==> src/rtl/axil_regfile_pkg.sv <==
// Shared constants and helpers for the AXI4-Lite register file.
package axil_regfile_pkg;

  localparam logic [1:0] RESP_OKAY   = 2'b00;
  localparam logic [1:0] RESP_SLVERR = 2'b10;
  localparam int         MAX_DW      = 64;

  function automatic int clog2(input int value);
    int result;
    result = 0;
    for (int v = value - 1; v > 0; v = v / 2) begin
      result = result + 1;
    end
    return result;
  endfunction

  // Byte-lane merge at the widest supported width; callers zero-extend and slice.
  function automatic logic [MAX_DW-1:0] merge_bytes(input logic [MAX_DW-1:0] old_v,
                                                    input logic [MAX_DW-1:0] new_v,
                                                    input logic [MAX_DW/8-1:0] strb);
    logic [MAX_DW-1:0] res;
    res = old_v;
    for (int b = 0; b < MAX_DW / 8; b++) begin
      res[b*8 +: 8] = strb[b] ? new_v[b*8 +: 8] : old_v[b*8 +: 8];
    end
    return res;
  endfunction

endpackage

==> src/rtl/axil_regfile_wr_ch.sv <==
// AXI4-Lite write channel: independent AW/W capture, commit strobe and B response.
module axil_regfile_wr_ch
  import axil_regfile_pkg::*;
#(
  parameter int C_DATA_WIDTH = 32,
  parameter int C_ADDR_WIDTH = 6
) (
  input  logic                      i_clk,
  input  logic                      i_rst,
  input  logic [C_ADDR_WIDTH-1:0]   i_awaddr,
  input  logic                      i_awvalid,
  output logic                      o_awready,
  input  logic [C_DATA_WIDTH-1:0]   i_wdata,
  input  logic [C_DATA_WIDTH/8-1:0] i_wstrb,
  input  logic                      i_wvalid,
  output logic                      o_wready,
  input  logic [1:0]                i_resp,
  output logic [1:0]                o_bresp,
  output logic                      o_bvalid,
  input  logic                      i_bready,
  output logic                      o_commit,
  output logic [C_ADDR_WIDTH-1:0]   o_addr,
  output logic [C_DATA_WIDTH-1:0]   o_data,
  output logic [C_DATA_WIDTH/8-1:0] o_strb
);

  logic                      r_aw_held;
  logic                      r_w_held;
  logic                      r_bvalid;
  logic [1:0]                r_bresp;
  logic [C_ADDR_WIDTH-1:0]   r_addr;
  logic [C_DATA_WIDTH-1:0]   r_data;
  logic [C_DATA_WIDTH/8-1:0] r_strb;
  logic                      w_aw_hs;
  logic                      w_w_hs;

  assign o_awready = !r_aw_held && !r_bvalid;
  assign o_wready  = !r_w_held && !r_bvalid;
  assign o_bvalid  = r_bvalid;
  assign o_bresp   = r_bresp;
  assign w_aw_hs   = i_awvalid && o_awready;
  assign w_w_hs    = i_wvalid && o_wready;

  // A half that handshakes on the commit edge is forwarded directly, bypassing the latch.
  always_comb begin
    o_commit = (r_aw_held || w_aw_hs) && (r_w_held || w_w_hs);
    o_addr   = r_aw_held ? r_addr : i_awaddr;
    o_data   = r_w_held ? r_data : i_wdata;
    o_strb   = r_w_held ? r_strb : i_wstrb;
  end

  // Capture flags, latched AW/W payload and B response state.
  always_ff @(posedge i_clk) begin
    if (i_rst) begin
      r_aw_held <= 1'b0;
      r_w_held  <= 1'b0;
      r_bvalid  <= 1'b0;
      r_bresp   <= RESP_OKAY;
      r_addr    <= '0;
      r_data    <= '0;
      r_strb    <= '0;
    end else begin
      if (w_aw_hs) begin
        r_addr <= i_awaddr;
      end
      if (w_w_hs) begin
        r_data <= i_wdata;
        r_strb <= i_wstrb;
      end
      if (o_commit) begin
        r_aw_held <= 1'b0;
        r_w_held  <= 1'b0;
        r_bvalid  <= 1'b1;
        r_bresp   <= i_resp;
      end else begin
        r_aw_held <= r_aw_held || w_aw_hs;
        r_w_held  <= r_w_held || w_w_hs;
        if (r_bvalid && i_bready) begin
          r_bvalid <= 1'b0;
        end
      end
    end
  end

endmodule

==> src/rtl/axil_regfile.sv <==
// Parametrised AXI4-Lite control/status register file.
// Define AXIL_REGFILE_SLVERR_EN to answer unmapped accesses with SLVERR.
module axil_regfile
  import axil_regfile_pkg::*;
#(
  parameter int C_DATA_WIDTH = 32,
  parameter int C_ADDR_WIDTH = 6,
  parameter int C_NUM_CTRL   = 4,
  parameter int C_NUM_STAT   = 2
) (
  input  logic                                              S_ACLK,
  input  logic                                              S_ARESET,
  output logic [C_NUM_CTRL*C_DATA_WIDTH-1:0]                CTRL,
  output logic [C_NUM_CTRL-1:0]                             CTRL_WR,
  input  logic [((C_NUM_STAT > 0) ? C_NUM_STAT : 1)*C_DATA_WIDTH-1:0] STAT,
  input  logic [C_ADDR_WIDTH-1:0]                           S_AWADDR,
  input  logic [2:0]                                        S_AWPROT,
  input  logic                                              S_AWVALID,
  output logic                                              S_AWREADY,
  input  logic [C_DATA_WIDTH-1:0]                           S_WDATA,
  input  logic [C_DATA_WIDTH/8-1:0]                         S_WSTRB,
  input  logic                                              S_WVALID,
  output logic                                              S_WREADY,
  output logic [1:0]                                        S_BRESP,
  output logic                                              S_BVALID,
  input  logic                                              S_BREADY,
  input  logic [C_ADDR_WIDTH-1:0]                           S_ARADDR,
  input  logic [2:0]                                        S_ARPROT,
  input  logic                                              S_ARVALID,
  output logic                                              S_ARREADY,
  output logic [C_DATA_WIDTH-1:0]                           S_RDATA,
  output logic [1:0]                                        S_RRESP,
  output logic                                              S_RVALID,
  input  logic                                              S_RREADY
);

  localparam int NB       = C_DATA_WIDTH / 8;
  localparam int ADDR_LSB = clog2(NB);
  localparam int NUM_REGS = C_NUM_CTRL + C_NUM_STAT;

  logic [C_DATA_WIDTH-1:0]   r_ctrl [C_NUM_CTRL];
  logic [C_NUM_CTRL-1:0]     r_ctrl_wr;
  logic                      r_rvalid;
  logic [C_DATA_WIDTH-1:0]   r_rdata;
  logic [1:0]                r_rresp;

  logic                      w_commit;
  logic [C_ADDR_WIDTH-1:0]   w_wr_addr;
  logic [C_DATA_WIDTH-1:0]   w_wr_data;
  logic [NB-1:0]             w_wr_strb;
  logic [1:0]                w_wr_resp;
  logic [31:0]               w_wr_idx;
  logic [31:0]               w_rd_idx;
  logic                      w_ar_hs;
  logic [C_DATA_WIDTH-1:0]   w_rd_data;
  logic [1:0]                w_rd_resp;
  logic [MAX_DW-1:0]         w_old64;
  logic [MAX_DW-1:0]         w_new64;
  logic [MAX_DW/8-1:0]       w_strb64;
  logic [MAX_DW-1:0]         w_merged64;
  logic                      w_unused_ok;

  axil_regfile_wr_ch #(
    .C_DATA_WIDTH(C_DATA_WIDTH),
    .C_ADDR_WIDTH(C_ADDR_WIDTH)
  ) u_wr_ch (
    .i_clk    (S_ACLK),
    .i_rst    (S_ARESET),
    .i_awaddr (S_AWADDR),
    .i_awvalid(S_AWVALID),
    .o_awready(S_AWREADY),
    .i_wdata  (S_WDATA),
    .i_wstrb  (S_WSTRB),
    .i_wvalid (S_WVALID),
    .o_wready (S_WREADY),
    .i_resp   (w_wr_resp),
    .o_bresp  (S_BRESP),
    .o_bvalid (S_BVALID),
    .i_bready (S_BREADY),
    .o_commit (w_commit),
    .o_addr   (w_wr_addr),
    .o_data   (w_wr_data),
    .o_strb   (w_wr_strb)
  );

  assign w_unused_ok = &{1'b0, S_AWPROT, S_ARPROT, S_ARADDR[ADDR_LSB-1:0], w_wr_addr[ADDR_LSB-1:0]};

  assign w_wr_idx  = 32'(w_wr_addr[C_ADDR_WIDTH-1:ADDR_LSB]);
  assign w_rd_idx  = 32'(S_ARADDR[C_ADDR_WIDTH-1:ADDR_LSB]);
  assign S_ARREADY = !r_rvalid;
  assign w_ar_hs   = S_ARVALID && S_ARREADY;
  assign S_RVALID  = r_rvalid;
  assign S_RDATA   = r_rdata;
  assign S_RRESP   = r_rresp;
  assign CTRL_WR   = r_ctrl_wr;

  for (genvar g = 0; g < C_NUM_CTRL; g++) begin : g_ctrl_out
    assign CTRL[g*C_DATA_WIDTH +: C_DATA_WIDTH] = r_ctrl[g];
  end

  // Write response decode and strobed merge for the addressed control register.
  always_comb begin
`ifdef AXIL_REGFILE_SLVERR_EN
    w_wr_resp = (w_wr_idx >= 32'(NUM_REGS)) ? RESP_SLVERR : RESP_OKAY;
`else
    w_wr_resp = RESP_OKAY;
`endif
    w_old64  = '0;
    w_new64  = '0;
    w_strb64 = '0;
    for (int i = 0; i < C_NUM_CTRL; i++) begin
      w_old64[C_DATA_WIDTH-1:0] = w_old64[C_DATA_WIDTH-1:0] |
                                  ((w_wr_idx == 32'(i)) ? r_ctrl[i] : '0);
    end
    w_new64[C_DATA_WIDTH-1:0] = w_wr_data;
    w_strb64[NB-1:0]          = w_wr_strb;
    w_merged64                = merge_bytes(w_old64, w_new64, w_strb64);
  end

  // Read decode: control, status, or zero for unmapped.
  always_comb begin
    w_rd_data = '0;
    for (int i = 0; i < C_NUM_CTRL; i++) begin
      w_rd_data = w_rd_data | ((w_rd_idx == 32'(i)) ? r_ctrl[i] : '0);
    end
    for (int j = 0; j < C_NUM_STAT; j++) begin
      w_rd_data = w_rd_data |
                  ((w_rd_idx == 32'(C_NUM_CTRL + j)) ? STAT[j*C_DATA_WIDTH +: C_DATA_WIDTH] : '0);
    end
`ifdef AXIL_REGFILE_SLVERR_EN
    w_rd_resp = (w_rd_idx >= 32'(NUM_REGS)) ? RESP_SLVERR : RESP_OKAY;
`else
    w_rd_resp = RESP_OKAY;
`endif
  end

  // Control register array and commit pulses.
  always_ff @(posedge S_ACLK) begin
    if (S_ARESET) begin
      for (int i = 0; i < C_NUM_CTRL; i++) begin
        r_ctrl[i] <= '0;
      end
      r_ctrl_wr <= '0;
    end else begin
      for (int i = 0; i < C_NUM_CTRL; i++) begin
        if (w_commit && (w_wr_idx == 32'(i))) begin
          r_ctrl[i]    <= w_merged64[C_DATA_WIDTH-1:0];
          r_ctrl_wr[i] <= 1'b1;
        end else begin
          r_ctrl_wr[i] <= 1'b0;
        end
      end
    end
  end

  // Read response registers, held until the R handshake.
  always_ff @(posedge S_ACLK) begin
    if (S_ARESET) begin
      r_rvalid <= 1'b0;
      r_rdata  <= '0;
      r_rresp  <= RESP_OKAY;
    end else if (w_ar_hs) begin
      r_rvalid <= 1'b1;
      r_rdata  <= w_rd_data;
      r_rresp  <= w_rd_resp;
    end else if (r_rvalid && S_RREADY) begin
      r_rvalid <= 1'b0;
    end
  end

endmodule

==> config.mk <==
export PLATFORM = sky130hd
export DESIGN_NAME = axil_regfile
export DESIGN_NICKNAME = d
export VERILOG_FILES = /design/src/rtl/axil_regfile_pkg.sv /design/src/rtl/axil_regfile_wr_ch.sv /design/src/rtl/axil_regfile.sv
export SDC_FILE = /design/constraint.sdc
export NUM_CORES = 1
export LEC_CHECK = 0
export BUFFER_PORTS_ARGS = -buffer_cell sky130_fd_sc_hd__buf_2
export CAP_MARGIN = 10
export CORE_MARGIN = 3
export CORE_UTILIZATION = 57
export CTS_BUF_LIST = sky130_fd_sc_hd__clkbuf_16
export DETAILED_ROUTE_END_ITERATION = 12
export PLACE_DENSITY = 0.92
export SLEW_MARGIN = 30
export SYNTH_ARGS = -nofsm -noshare
export SYNTH_HDL_FRONTEND = slang
export SYNTH_SLANG_ARGS = --single-unit
export TNS_END_PERCENT = 10
==> constraint.sdc <==
create_clock -name S_ACLK -period 8.5 [get_ports S_ACLK]
set_input_delay 2.125 -clock S_ACLK [delete_from_list [all_inputs] [get_ports S_ACLK]]
set_output_delay 2.125 -clock S_ACLK [all_outputs]
set_load 0.005 [all_outputs]
==> flow_summary.toml <==
[final_layout]
finalNetCount = 1429
final_util_pct = 70.9
num-fill-cells = 1310
layout-area-overhead-vs-synth_pct = 20.4
instances_no_fill = 1550
final_layout_size_suffix_gt1_share_pct = 28.7

[worst_setup_path]
worst_ep_required_time_ns = 8.68
sequence_of_cells_on_the_critical_path = "buf_2 > or3_4 > a2111oi_4 > buf_4 > a21o_1 > buf_4"
crit_slowest_cell = "sky130_fd_sc_hd__a21o_1"
criticalPathCategory = "input pin to register"
startpoint_type = "input pin"
setup.worst_path.end_class = "register"
worst_path_most_repeated_cell = "sky130_fd_sc_hd__buf_4"
crit_fanout = 23
worst-endpoint-arrival_ns = 4.51
worst-path-buf-inv = 3
cp_peak_stage_delay_ns = 0.62
critical-path-top-delay-family = "compound AO/OA/AOI/OAI gates"

[sta]
worstMarginPinSlew_ns = 0.993
setup_viol = 0
fin_crit_sh_pct = 51.0
slew_headroom_pct = 33.8
slew_violations = 0
final.min_clock_period_ns = 4.33
setup_tns_ns = 0
timing.final.ws_setup_ns = 4.17
unrepaired_setup_endpoints_after_global_routing = "no"
finalHoldViolations = 0
finClkSkew_ns = 0.0116
clock.fmax_mhz = 231

[die]
core.rowCount = 49
top_level_ports = 298
floorplan.die.height_microns = 143
core_outline_area_sq_um = 18200
design.die.area_sq_um = 20500
die_w_microns = 143
initial_utilization_pct = 58.9

[clocking]
htree_num_levels = 1
clk_root_buffer_cell = "sky130_fd_sc_hd__clkbuf_16"
cts-buffers-inserted = 22
cts_setup_buffers = 0
post_cts_resized = 0
clock_sinks = 208
cts_hold_buf = 0
worst_setup_hold_path_clk_slew_ns = 0.06
tritoncts = "built"
clk_path_buf_depth = 3
clk_latency_ns = 0.51

[routing]
routed_wirelength_microns = 37700
vias = 10900
wire_per_inst_microns = 24.3
route.detailed.drc = 0
drt_pre_antenna_iters = 8
dr.first_iter.drc_count = 1670
routed_via_density = 7.02
route.antenna.remaining_nets = 0

[worst_hold_path]
hold_removal_path_class = "register to register"

[power_and_ir_drop]
p_per_area_nw_per_um2 = 197
design_power_total_mw = 2.55
static-leakage-power_nw = 5.14
vdd_drop_max_mv = 0.197

[place]
place_ws_ns = 3.71
place.gp.congestion = 0.934
dpl.cell_count = 1509
portBuffers = 283
dp_hpwl_microns = 24800

[global_route]
antenna_found_initial = 2
globalRouteTotalUtil_pct = 35.4
first_global_vias = 10400
globalRouteOverflowTotal = 0
grt_pass1_wl_microns = 56900
grt_max_degree = 83

[outcome]
outcome = "finished clean"

[yosys]
synth.ff_latch_count = 208
postSynthCellCount = 1074
seq_area_frac_synth_pct = 50.7
synth.lib_cells_used.distinct = 46
synth_warn = 0
synth_area_sq_um = 10700
syn-mean-instance-area_sq_um = 9.99

[job]
max_cap_viol_count = 0
worst min-delay path: stages (launching register included):
cell	delay, ns
sky130_fd_sc_hd__dfxtp_1	0.31
sky130_fd_sc_hd__nand2_1	0.05
sky130_fd_sc_hd__a21oi_1	0.05
where the power goes:
group / switching (mW) / internal (mW)
sequential: 0.0560 / 1.13
clock: 0.395 / 0.486
combinational: 0.317 / 0.167
total: 0.768 / 1.78
layer usage:
metal,global-route usage (%),vias to the layer above,wire length [microns]
li1,-,4639,-
met1,46.3,5106,13000
met2,54.8,944,17200
met3,9.91,194,5680
met4,16.7,0,1850
met5,0,-,0
stage by stage:
step,cell area (sq um),hold slack [ns]
final,12900,0.452
after global routing,12900,0.471
after CTS,12900,0.455
after detailed placement,12200,0.446
after global placement,12200,0.438
after floorplan,10700,0.433
cell families after synthesis:
logic type             after synthesis  share of synthesized area (%)
buffers and inverters              103                           4.21
flip-flops                         208                           50.7
AND/OR/NAND/NOR                    411                           17.4
AO/OA/AOI/OAI                      303                           22.9
multiplexers                        48                           4.73
other                                1                         0.0349
sequential cells by signal, summed over array words and instances (netlist names):
register and count:
u_wr_ch.o_bvalid 1, u_wr_ch.r_addr 4, S_RDATA 32, r_ctrl 128
u_wr_ch.r_data 32, S_RVALID 1, CTRL_WR 4, u_wr_ch.r_strb 4
u_wr_ch.r_aw_held 1, u_wr_ch.r_w_held 1
synthesized netlist by cell type (all sizes together):
library cell | number | area (sq um)
a41o | 1 | 10.0
clkbuf | 62 | 233
edfxtp | 128 | 3840
nor4bb | 1 | 10.0
mux2 | 6 | 75.1
a211oi | 42 | 325
nor2 | 50 | 195
mux2i | 42 | 433
nor3b | 1 | 12.5
a21boi | 1 | 7.51
a21oi | 83 | 415
conb | 1 | 3.75
or3b | 1 | 11.3
nand3 | 46 | 230
a21o | 3 | 22.5
a221oi | 42 | 418
nor3 | 9 | 60.1
nand2b | 2 | 12.5
buf | 37 | 204
nand2 | 225 | 847
and3 | 58 | 368
nor4b | 1 | 8.76
dfxtp | 80 | 1600
a311oi | 60 | 526
a311o | 28 | 280
inv | 4 | 15.0
a222oi | 32 | 320
o22ai | 1 | 6.26
and2 | 14 | 87.6
nor4 | 1 | 6.26
a2111oi | 6 | 90.1
or3 | 1 | 11.3
a211o | 4 | 35.0
nor2b | 1 | 6.26
cell usage in the layout (no fill, tap or decap), types with 3 or more instances in the layout:
master / n
sky130_fd_sc_hd__inv_1: 10
sky130_fd_sc_hd__a222oi_1: 32
sky130_fd_sc_hd__nand3_1: 46
sky130_fd_sc_hd__clkinv_1: 4
sky130_fd_sc_hd__nor3_4: 4
sky130_fd_sc_hd__nand2_1: 223
sky130_fd_sc_hd__a2111oi_0: 4
sky130_fd_sc_hd__buf_2: 282
sky130_fd_sc_hd__clkbuf_16: 23
sky130_fd_sc_hd__edfxtp_1: 128
sky130_fd_sc_hd__and3_1: 56
sky130_fd_sc_hd__a211oi_1: 40
sky130_fd_sc_hd__buf_4: 20
sky130_fd_sc_hd__a21oi_1: 83
sky130_fd_sc_hd__a221oi_2: 8
sky130_fd_sc_hd__nor2_2: 6
sky130_fd_sc_hd__clkinv_2: 5
sky130_fd_sc_hd__a311o_1: 28
sky130_fd_sc_hd__mux2_2: 4
sky130_fd_sc_hd__mux2i_1: 40
sky130_fd_sc_hd__dfxtp_1: 79
sky130_fd_sc_hd__a211o_1: 4
sky130_fd_sc_hd__nor3_1: 3
sky130_fd_sc_hd__a21o_1: 3
sky130_fd_sc_hd__nor2_1: 43
sky130_fd_sc_hd__conb_1: 4
sky130_fd_sc_hd__and2_1: 13
sky130_fd_sc_hd__a221oi_1: 34
sky130_fd_sc_hd__a311oi_1: 60
layout make-up:
cell class	instances	area [sq um]	area share (%)
inverters	4	15.0	0.116
clock inverters	17	70.1	0.542
clock buffers	23	576	4.46
multi-input cells	766	4960	38.4
flip-flops and latches	208	5450	42.2
diodes	1	2.50	0.0194
well taps	229	287	2.22
repair buffers	302	1560	12.1
worst paths after layout:
kind	cells after the start	to	from	slack, ns
setup / recovery	6	r_ctrl[2][30]	S_AWADDR[5]	4.17
hold / removal	2	u_wr_ch.r_data[5]	u_wr_ch.r_data[5]	0.45
setup reg to reg	5	r_ctrl[2][30]	u_wr_ch.r_aw_held	5.14
hold reg to reg	2	u_wr_ch.r_data[5]	u_wr_ch.r_data[5]	0.45
Note: power is estimated with default switching activity, not from simulation.
